`config.mk`:
```
export PLATFORM = sky130hd
export DESIGN_NAME = vga_fetch_buffer
export DESIGN_NICKNAME = d
export VERILOG_FILES = /design/src/rtl/vga_fetch_buffer.sv
export SDC_FILE = /design/constraint.sdc
export NUM_CORES = 2
export LEC_CHECK = 0
export CAP_MARGIN = 5
export CORE_ASPECT_RATIO = 0.5
export CORE_MARGIN = 2
export CORE_UTILIZATION = 35
export CTS_CLUSTER_SIZE = 40
export DETAILED_ROUTE_END_ITERATION = 12
export PLACE_DENSITY = 0.53
export SLEW_MARGIN = 10
export SYNTH_ARGS = -nofsm -noshare
export SYNTH_HDL_FRONTEND = slang
export SYNTH_SLANG_ARGS = --single-unit
export TNS_END_PERCENT = 5
```
`constraint.sdc`:
```
create_clock -name clk -period 23.2 [get_ports clk]
set_clock_uncertainty 0.15 [all_clocks]
set_input_delay 6.96 -clock clk [delete_from_list [all_inputs] [get_ports clk]]
set_output_delay 6.96 -clock clk [all_outputs]
set_load 0.02 [all_outputs]
```
`src/rtl/vga_fetch_buffer.sv`:
```
// Double-banked line buffer serving VGA framebuffer reads, sharing one SRAM port with the CPU.
// state  | meaning
// S_IDLE | choose a buffer fill (demand first, then prefetch) or a pending CPU access
// S_FILL | read LINE_WORDS ascending words into the target bank
// S_CPU  | single CPU read/write on the SRAM port
module vga_fetch_buffer #(
    parameter logic [31:0] BASE_ADDR   = 32'h0,
    parameter int          FRAME_WORDS = 384,
    parameter int          LINE_WORDS  = 4
) (
    input  logic        clk,
    input  logic        rst,
    input  logic [1:0]  vga_state,
    input  logic        vga_data_en,
    input  logic [31:0] vga_word_address,
    input  logic [3:0]  vga_byte_select,
    output logic [31:0] vga_data,
    output logic        vga_busy,
    input  logic        cpu_read,
    input  logic        cpu_write,
    input  logic [31:0] cpu_address,
    input  logic [31:0] cpu_wdata,
    input  logic [3:0]  cpu_byte_select,
    output logic [31:0] cpu_rdata,
    output logic        cpu_ack,
    output logic        sram_read,
    output logic        sram_write,
    output logic [31:0] sram_address,
    output logic [31:0] sram_wdata,
    output logic [3:0]  sram_byte_select,
    input  logic [31:0] sram_rdata,
    input  logic        sram_ack
);
    localparam int LOG2 = $clog2(LINE_WORDS);
    localparam int IW = (LOG2 > 0) ? LOG2 : 1;
    localparam logic [31:0] FRAME_W32 = 32'(FRAME_WORDS);
    localparam logic [IW-1:0] IDX_LAST = IW'(LINE_WORDS - 1);

    typedef enum logic [1:0] {S_IDLE, S_FILL, S_CPU} state_t;

    state_t        state_q;
    logic [31:0]   data_q [2][LINE_WORDS];
    logic [31:0]   tag_q [2];
    logic [1:0]    valid_q;
    logic          last_valid_q, last_bank_q;
    logic [31:0]   last_tag_q;
    logic          fill_bank_q, fill_demand_q, fill_abort_q;
    logic [31:0]   fill_tag_q;
    logic [IW-1:0] fill_idx_q;
    logic          sram_read_q, sram_write_q, cpu_ack_q;
    logic [31:0]   sram_address_q, sram_wdata_q, cpu_rdata_q;
    logic [3:0]    sram_byte_select_q;

    logic [31:0]   vga_offset, vga_group, pf_tag, cpu_offset, cpu_group;
    logic [IW-1:0] vga_idx, cpu_idx;
    logic [1:0]    hit;
    logic          vga_hit, hit_bank, free_bank, pf_cached, pf_need;
    logic          fill_need_d, fill_bank_d, fill_demand_d;
    logic [31:0]   fill_tag_d;
    logic          unused_vga_be;

    assign unused_vga_be = ^vga_byte_select;

    assign vga_offset = vga_word_address - BASE_ADDR;
    assign vga_group  = vga_offset >> LOG2;
    assign vga_idx    = vga_offset[IW-1:0];
    assign hit[0]     = valid_q[0] && (tag_q[0] == vga_group);
    assign hit[1]     = valid_q[1] && (tag_q[1] == vga_group);
    assign vga_hit    = |hit;
    assign hit_bank   = ~hit[0];
    assign vga_data   = vga_hit ? data_q[hit_bank][vga_idx] : 32'h0;
    assign vga_busy   = vga_data_en && !vga_hit;

    assign cpu_offset = sram_address_q - BASE_ADDR;
    assign cpu_group  = cpu_offset >> LOG2;
    assign cpu_idx    = cpu_offset[IW-1:0];

    assign free_bank = !valid_q[0] ? 1'b0 : (!valid_q[1] ? 1'b1 : ~last_bank_q);
    assign pf_tag    = last_tag_q + 32'd1;
    assign pf_cached = (valid_q[0] && tag_q[0] == pf_tag) || (valid_q[1] && tag_q[1] == pf_tag);
    assign pf_need   = last_valid_q && ((pf_tag << LOG2) < FRAME_W32) && !pf_cached;

    // Only demand fills move the "last group" pointer; a prefetch must not chain another prefetch.
    always_comb begin
        fill_need_d   = 1'b0;
        fill_tag_d    = 32'h0;
        fill_bank_d   = 1'b0;
        fill_demand_d = 1'b0;
        if (vga_data_en && !vga_hit && vga_offset < FRAME_W32) begin
            fill_need_d   = 1'b1;
            fill_tag_d    = vga_group;
            fill_bank_d   = free_bank;
            fill_demand_d = 1'b1;
        end else if (vga_state == 2'd1 && valid_q == 2'b00) begin
            fill_need_d   = 1'b1;
            fill_bank_d   = free_bank;
            fill_demand_d = 1'b1;
        end else if (pf_need) begin
            fill_need_d   = 1'b1;
            fill_tag_d    = pf_tag;
            fill_bank_d   = ~last_bank_q;
        end
    end

    function automatic logic [31:0] merge_bytes(input logic [31:0] old_w, input logic [31:0] new_w,
                                                input logic [3:0] be);
        logic [31:0] res;
        for (int k = 0; k < 4; k++) res[8*k +: 8] = be[k] ? new_w[8*k +: 8] : old_w[8*k +: 8];
        return res;
    endfunction

    always_ff @(posedge clk or posedge rst) begin
        if (rst) begin
            state_q            <= S_IDLE;
            for (int b = 0; b < 2; b++) begin
                tag_q[b] <= 32'h0;
                for (int w = 0; w < LINE_WORDS; w++) data_q[b][w] <= 32'h0;
            end
            valid_q            <= 2'b00;
            last_valid_q       <= 1'b0;
            last_bank_q        <= 1'b0;
            last_tag_q         <= 32'h0;
            fill_bank_q        <= 1'b0;
            fill_demand_q      <= 1'b0;
            fill_abort_q       <= 1'b0;
            fill_tag_q         <= 32'h0;
            fill_idx_q         <= '0;
            sram_read_q        <= 1'b0;
            sram_write_q       <= 1'b0;
            sram_address_q     <= 32'h0;
            sram_wdata_q       <= 32'h0;
            sram_byte_select_q <= 4'h0;
            cpu_ack_q          <= 1'b0;
            cpu_rdata_q        <= 32'h0;
        end else begin
            cpu_ack_q <= 1'b0;
            if (vga_data_en && vga_hit) begin
                last_valid_q <= 1'b1;
                last_bank_q  <= hit_bank;
                last_tag_q   <= vga_group;
            end
            case (state_q)
                S_IDLE: begin
                    if (fill_need_d && vga_state != 2'd0) begin
                        state_q              <= S_FILL;
                        valid_q[fill_bank_d] <= 1'b0;
                        fill_bank_q          <= fill_bank_d;
                        fill_tag_q           <= fill_tag_d;
                        fill_demand_q        <= fill_demand_d;
                        fill_abort_q         <= 1'b0;
                        fill_idx_q           <= '0;
                        sram_read_q          <= 1'b1;
                        sram_address_q       <= BASE_ADDR + (fill_tag_d << LOG2);
                        sram_byte_select_q   <= 4'hF;
                    end else if ((cpu_read || cpu_write) && !cpu_ack_q) begin
                        state_q            <= S_CPU;
                        sram_read_q        <= cpu_read;
                        sram_write_q       <= cpu_write;
                        sram_address_q     <= cpu_address;
                        sram_wdata_q       <= cpu_wdata;
                        sram_byte_select_q <= cpu_write ? cpu_byte_select : 4'hF;
                    end
                end
                S_FILL: begin
                    if (sram_ack) begin
                        if (fill_abort_q || vga_state == 2'd0) begin
                            sram_read_q <= 1'b0;
                            state_q     <= S_IDLE;
                        end else begin
                            data_q[fill_bank_q][fill_idx_q] <= sram_rdata;
                            if (fill_idx_q == IDX_LAST) begin
                                valid_q[fill_bank_q] <= 1'b1;
                                tag_q[fill_bank_q]   <= fill_tag_q;
                                sram_read_q          <= 1'b0;
                                state_q              <= S_IDLE;
                                if (fill_demand_q) begin
                                    last_valid_q <= 1'b1;
                                    last_bank_q  <= fill_bank_q;
                                    last_tag_q   <= fill_tag_q;
                                end
                            end else begin
                                fill_idx_q     <= fill_idx_q + 1'b1;
                                sram_address_q <= sram_address_q + 32'd1;
                            end
                        end
                    end else if (vga_state == 2'd0) begin
                        fill_abort_q <= 1'b1;
                    end
                end
                S_CPU: begin
                    if (sram_ack) begin
                        sram_read_q  <= 1'b0;
                        sram_write_q <= 1'b0;
                        cpu_ack_q    <= 1'b1;
                        state_q      <= S_IDLE;
                        if (sram_read_q) cpu_rdata_q <= sram_rdata;
                        for (int b = 0; b < 2; b++) begin
                            if (sram_write_q && valid_q[b] && tag_q[b] == cpu_group)
                                data_q[b][cpu_idx] <= merge_bytes(data_q[b][cpu_idx], sram_wdata_q,
                                                                  sram_byte_select_q);
                        end
                    end
                end
                default: state_q <= S_IDLE;
            endcase
            if (vga_state == 2'd0) begin
                valid_q      <= 2'b00;
                last_valid_q <= 1'b0;
            end
        end
    end

    assign sram_read        = sram_read_q;
    assign sram_write       = sram_write_q;
    assign sram_address     = sram_address_q;
    assign sram_wdata       = sram_wdata_q;
    assign sram_byte_select = sram_byte_select_q;
    assign cpu_ack          = cpu_ack_q;
    assign cpu_rdata        = cpu_rdata_q;
endmodule

```
### Word-level counts from Yosys, hierarchy flattened

Index checks and enable logic that the tools add are counted.

* $add $sub $neg: 3
* order comparisons: 14
* eq/ne operators: 27
* multiplexer cells: 118
* bitwise gates (word level): 12
* reduce and logical (&&, ||, !) cells: 52

Operators by type and width (count)
* two-way mux 128 bit: 6
* two-way mux 256 bit: 3
* two-way mux 32 bit: 24
* one-hot mux 256 bit (2 select lines): 1
* bitwise mux 128 bit: 2
* bitwise mux 256 bit: 1
* binary-select mux 32 bit (select 2 bit): 3
* demux 128 bit (select 1 bit): 1
* demux 32 bit (select 2 bit): 2
* equality test 32 x 30 -> 1 bit: 4
* adder 32 x 1 -> 32 bit (second input constant): 2
* bitwise mux 64 bit: 1
* equality test 32 bit: 2
* less-than comparator 32 x 9 -> 1 bit (second input constant): 2
* two-way mux 8 bit: 8
* one-hot mux 32 bit (2 select lines): 1
* two-way mux 1 bit: 38
* demux 32 bit (select 1 bit): 1
* two-way mux 2 bit: 15
* AND reduction 5 bit: 6
* != test 2 bit (second input constant): 11
* logical AND 1 bit: 21
* != test 3 bit (second input constant): 6
* AND reduction 4 bit: 4
* 29 further kinds: 61

* bits in registers: 498
* input bits: 144
* output and inout port bits: 136
* logic and storage cells: 253

### Depth between registers and ports, before layout

* depth in word-level cells: 18
* mapped depth: 15
* depth with buffers taken out: 11

### Worst setup path after synthesis

No wires, ideal clock.

* path kind: in2out
* start: in vga_word_address[27]
* end: out vga_data[10]
* arrival: 9.374 ns
* data required time: 16.090 ns
* slack: 6.716 ns
* cell stages on the path: 10
* path buffers: 3
* cell sequence: xnor2_1 -> nand4_1 -> nor2_1 -> nand4_1 -> clkbuf_1 -> buf_1 -> clkbuf_1 -> mux4_2 -> nor2_1 -> a221oi_1

* word-level cells in the longest chain between the ends: 11
* elaborated cells on any way between the ends: 14
* classes of those cells: 2 x eq/ne; 7 x mux; 2 x bitwise; 3 x reduce/logical

RTL lines
* start: declaration: line 15 `input logic [31:0] vga_word_address,`
* equality test 32 x 30 -> 1 bit: line 67 `assign hit[0] = valid_q[0] && (tag_q[0] == vga_group);`
* logical AND 1 bit: line 67
* NOT 1 bit: line 70 `assign hit_bank = ~hit[0];`
* NOT 1 -> 2 bit (not written as such): line 71 `assign vga_data = vga_hit ? data_q[hit_bank][vga_idx] : 32'h0;`
* two-way mux 128 bit (not written as such) (3 in a row): line 71
* binary-select mux 32 bit (select 2 bit): line 71
* two-way mux 32 bit (not written as such) (2 in a row): line 71
* two-way mux 32 bit (*): line 71
* end: declaration: line 17 `output logic [31:0] vga_data,`

Mark *: on every way between the ends. The rest lies on a longest branch, timed or not. The select of a mux whose other input is x is not followed.

### Worst setup path after layout

* start: in vga_word_address[18]
* end: out vga_data[1]

The elaborated chain is that of the path after synthesis.

==> results.md <==
* TritonCTS Buffers at 51
* Worst vdd ir at 72.3 uV
* R2R setup slack at 16740 ps
* Die width at 423 microns
* Max_slew headroom at 19.0%
* Initial antenna violation count at 3
* Num ports at 280
* XOR/XNOR Fraction of Synth Area at 4.90%
* Reg clk slew, reported paths at 70 ps
* Post-Syn Instances at 3066
* GRT overflow at 0
* Syn. warnings at 0
* Crit path max fanout at 45
* Clock Path Buffers at 3
* Fin crit period at 19010 ps
* Post-synthesis sequential area ratio at 40.5%
* DRC at 0
* Crit path required time at 16090 ps
* Worst-margin pin slew at 1210 ps
* RSZ-0062 raised after global routing: false
* Max Cap Viol at 0
* Die area at 90400 sq um
* Port-buffer cells at 275
* Crit-path cells: clkdlybuf4s50_1 -> xor2_1 -> nor4_1 -> nand4_1 -> buf_4 -> buf_4 -> or2_2 -> buf_4 -> o21ai_0 -> a221oi_1 -> clkdlybuf4s50_1
* Total Power at 4450 uW
* Mux cell area share after synthesis at 15.3%
* Detailed Route WL at 123000 microns
* Fin Setup TNS at 0 ps
* Hold_buf cts at 0
* Fraction of layout instances using a drive strength above 1 at 13.4%
* EDFF count, synth at 0
* F_max at 0.0526 GHz
* Delay of the slowest critical-path stage at 800 ps
* Mean Syn Cell Area at 10.0 sq um
* GR Util All Layers at 26.7%
* Worst path most repeated cell: buf_4
* Largest net degree at the start of global routing at 171
* Synthesis-to-finish area growth at 17.7%
* DR WL/cell at 28.1 microns
* Row Count at 76
* CTS H-tree depth at 2
* DR vias at 27.2k
* Worst setup SP type: input port
* Root buffer cell: clkbuf_16
* Core area at 86500 sq um
* Clock sinks at 498
* Syn_nets at 3223
* Most common cell after layout, fill and taps aside: dfrtp_1
* Cell Pwr Density at 123 nW/um^2
* Final period util at 81.9%
* Synth Area in Compound Gates at 21.4%
* Leakage at 0.0144 uW
* Ys async rst share at 100%
* Endpoints failing hold at 0
* Commonest non-fill, non-tap cells in the layout: dfrtp_1 (496), clkdlybuf4s50_1 (273), nand2_1 (263)
* Finished Layout Cells at 4370
* Worst Setup End Kind: output port
* Hpwl dp at 75100 microns
* Final ANT Viol Nets at 0
* CP arrival at 11900 ps
* Cell area after synthesis at 30800 sq um
* Synth Register Bits at 498
* Top FF cell, synth: dfrtp_1
* Post-CTS Setup Inserts at 0
* Placed cell count at 4274
* CP max stage cell: buf_4
* Post-synthesis adder-cell area fraction at 0.529%
* Chip height at 214 microns
* Bufs and invs on worst path at 5
* DRT Pass-1 Iters at 6
* CTS tree: built
* Clk Latency, worst-skew pair at 660 ps
* DR vias/cell at 6.23
* Main combinational cell family by area after synthesis: compound AO/OA/AOI/OAI gates
* Vias in the first global route at 26.7k
* Slew Limit Fails at 0
* Cell family with most CP delay: buffers and inverters
* GP Congestion at 0.976
* Simple-gate share of the synthesized area at 13.1%
* PostCTS Resize Cnt at 0
* Nets at 3314
* Post-synth cell types at 85
* CP Class: in -> out
* Outcome: completed
* First-iteration detailed-routing DRC count at 2855
* Finish-stage setup viols at 0
* Initial Util at 35.6%
* HP Class: reg -> reg
* Global-route wire length before repair at 182000 microns
-- metrics by stage --
stage	utilization (%)	cell area, sq um	hold slack (ps)	setup slack (ps)
final	41.8	36200	355	4190
after global routing	41.8	36200	368	4150
after CTS	41.8	36200	357	4280
after detailed placement	39.7	34400	342	4300
after global placement	39.7	34400	337	4240
after floorplan	-	30800	316	2190
-- synth_stat cells, types with 48 or more instances --
cell	number	area (sq um)
nand3_1	57	285
clkbuf_1	218	818
o21a_1	197	1480
nor2_1	160	601
o21ai_0	189	946
dfrtp_1	498	12500
nand2_1	269	1010
nor2b_1	49	307
xnor2_1	110	963
xor2_1	49	429
nand4_1	48	300
a21oi_1	102	510
mux4_2	96	2160
o221ai_1	196	1720
mux2i_1	106	1060
mux2_2	132	1490
-- worst register-to-register path, stage by stage, from the launching register on --
cell      delay, ps
dfrtp_1         810
nand4_1         700
or4_1           960
o31ai_1         630
a21oi_1         120
or3_1           380
nor4_2          340
a21oi_1         350
a211oi_4        990
buf_4           520
mux2_2          390
-- worst paths after layout --
check / start / to / cells after the start
min in group asynchronous: rst / sram_wdata[1] / 2
worst min-delay path: data_q[35] / data_q[35] / 1
worst max register to register: last_tag_q[7] / sram_wdata[2] / 10
worst max-delay path: vga_word_address[18] / vga_data[1] / 11
max in group asynchronous: rst / data_q[0] / 4
worst min register to register: data_q[35] / data_q[35] / 1
-- cell type report --
cell class / count / area [sq um]
fillers: 8405 / 50300
clock buffers: 66 / 1450
repair buffers: 327 / 3160
well taps: 1170 / 1460
inverters: 41 / 161
flip-flops and latches: 498 / 12500
diodes: 2 / 5.00
clock inverters: 28 / 362
multi-input cells: 2238 / 17100
-- routing by layer --
layer,vias to the layer above,global-route usage [%],part of all wire [%]
met3,224,4.34,7.7
met4,0,8.47,2.8
met5,-,0,0
met2,1239,44.0,47
li1,11800,-,-
met1,14000,36.0,42
-- flip-flops by register name, indices dropped and copies added (netlist names), 2 cells and up --
register,count
cpu_rdata,32
data_q,256
fill_idx_q,2
fill_tag_q,32
last_tag_q,32
sram_address,32
sram_byte_select,4
sram_wdata,32
state_q,2
tag_q,64
valid_q,2
-- cell families (layout without fill, tap and decap cells) --
logic type | count (synthesis) | in the layout
flops | 498 | 498
fa+ha+maj | 13 | 13
other cells | 0 | 2
xor+xnor | 164 | 164
buf+inv | 330 | 462
mux | 334 | 334
simple gates | 807 | 807
compound gates | 920 | 920
-- power by group --
group	internal, uW	switching [uW]
clock network	514	409
registers	1190	385
logic	897	1050
(Power assumes the default switching activity.)
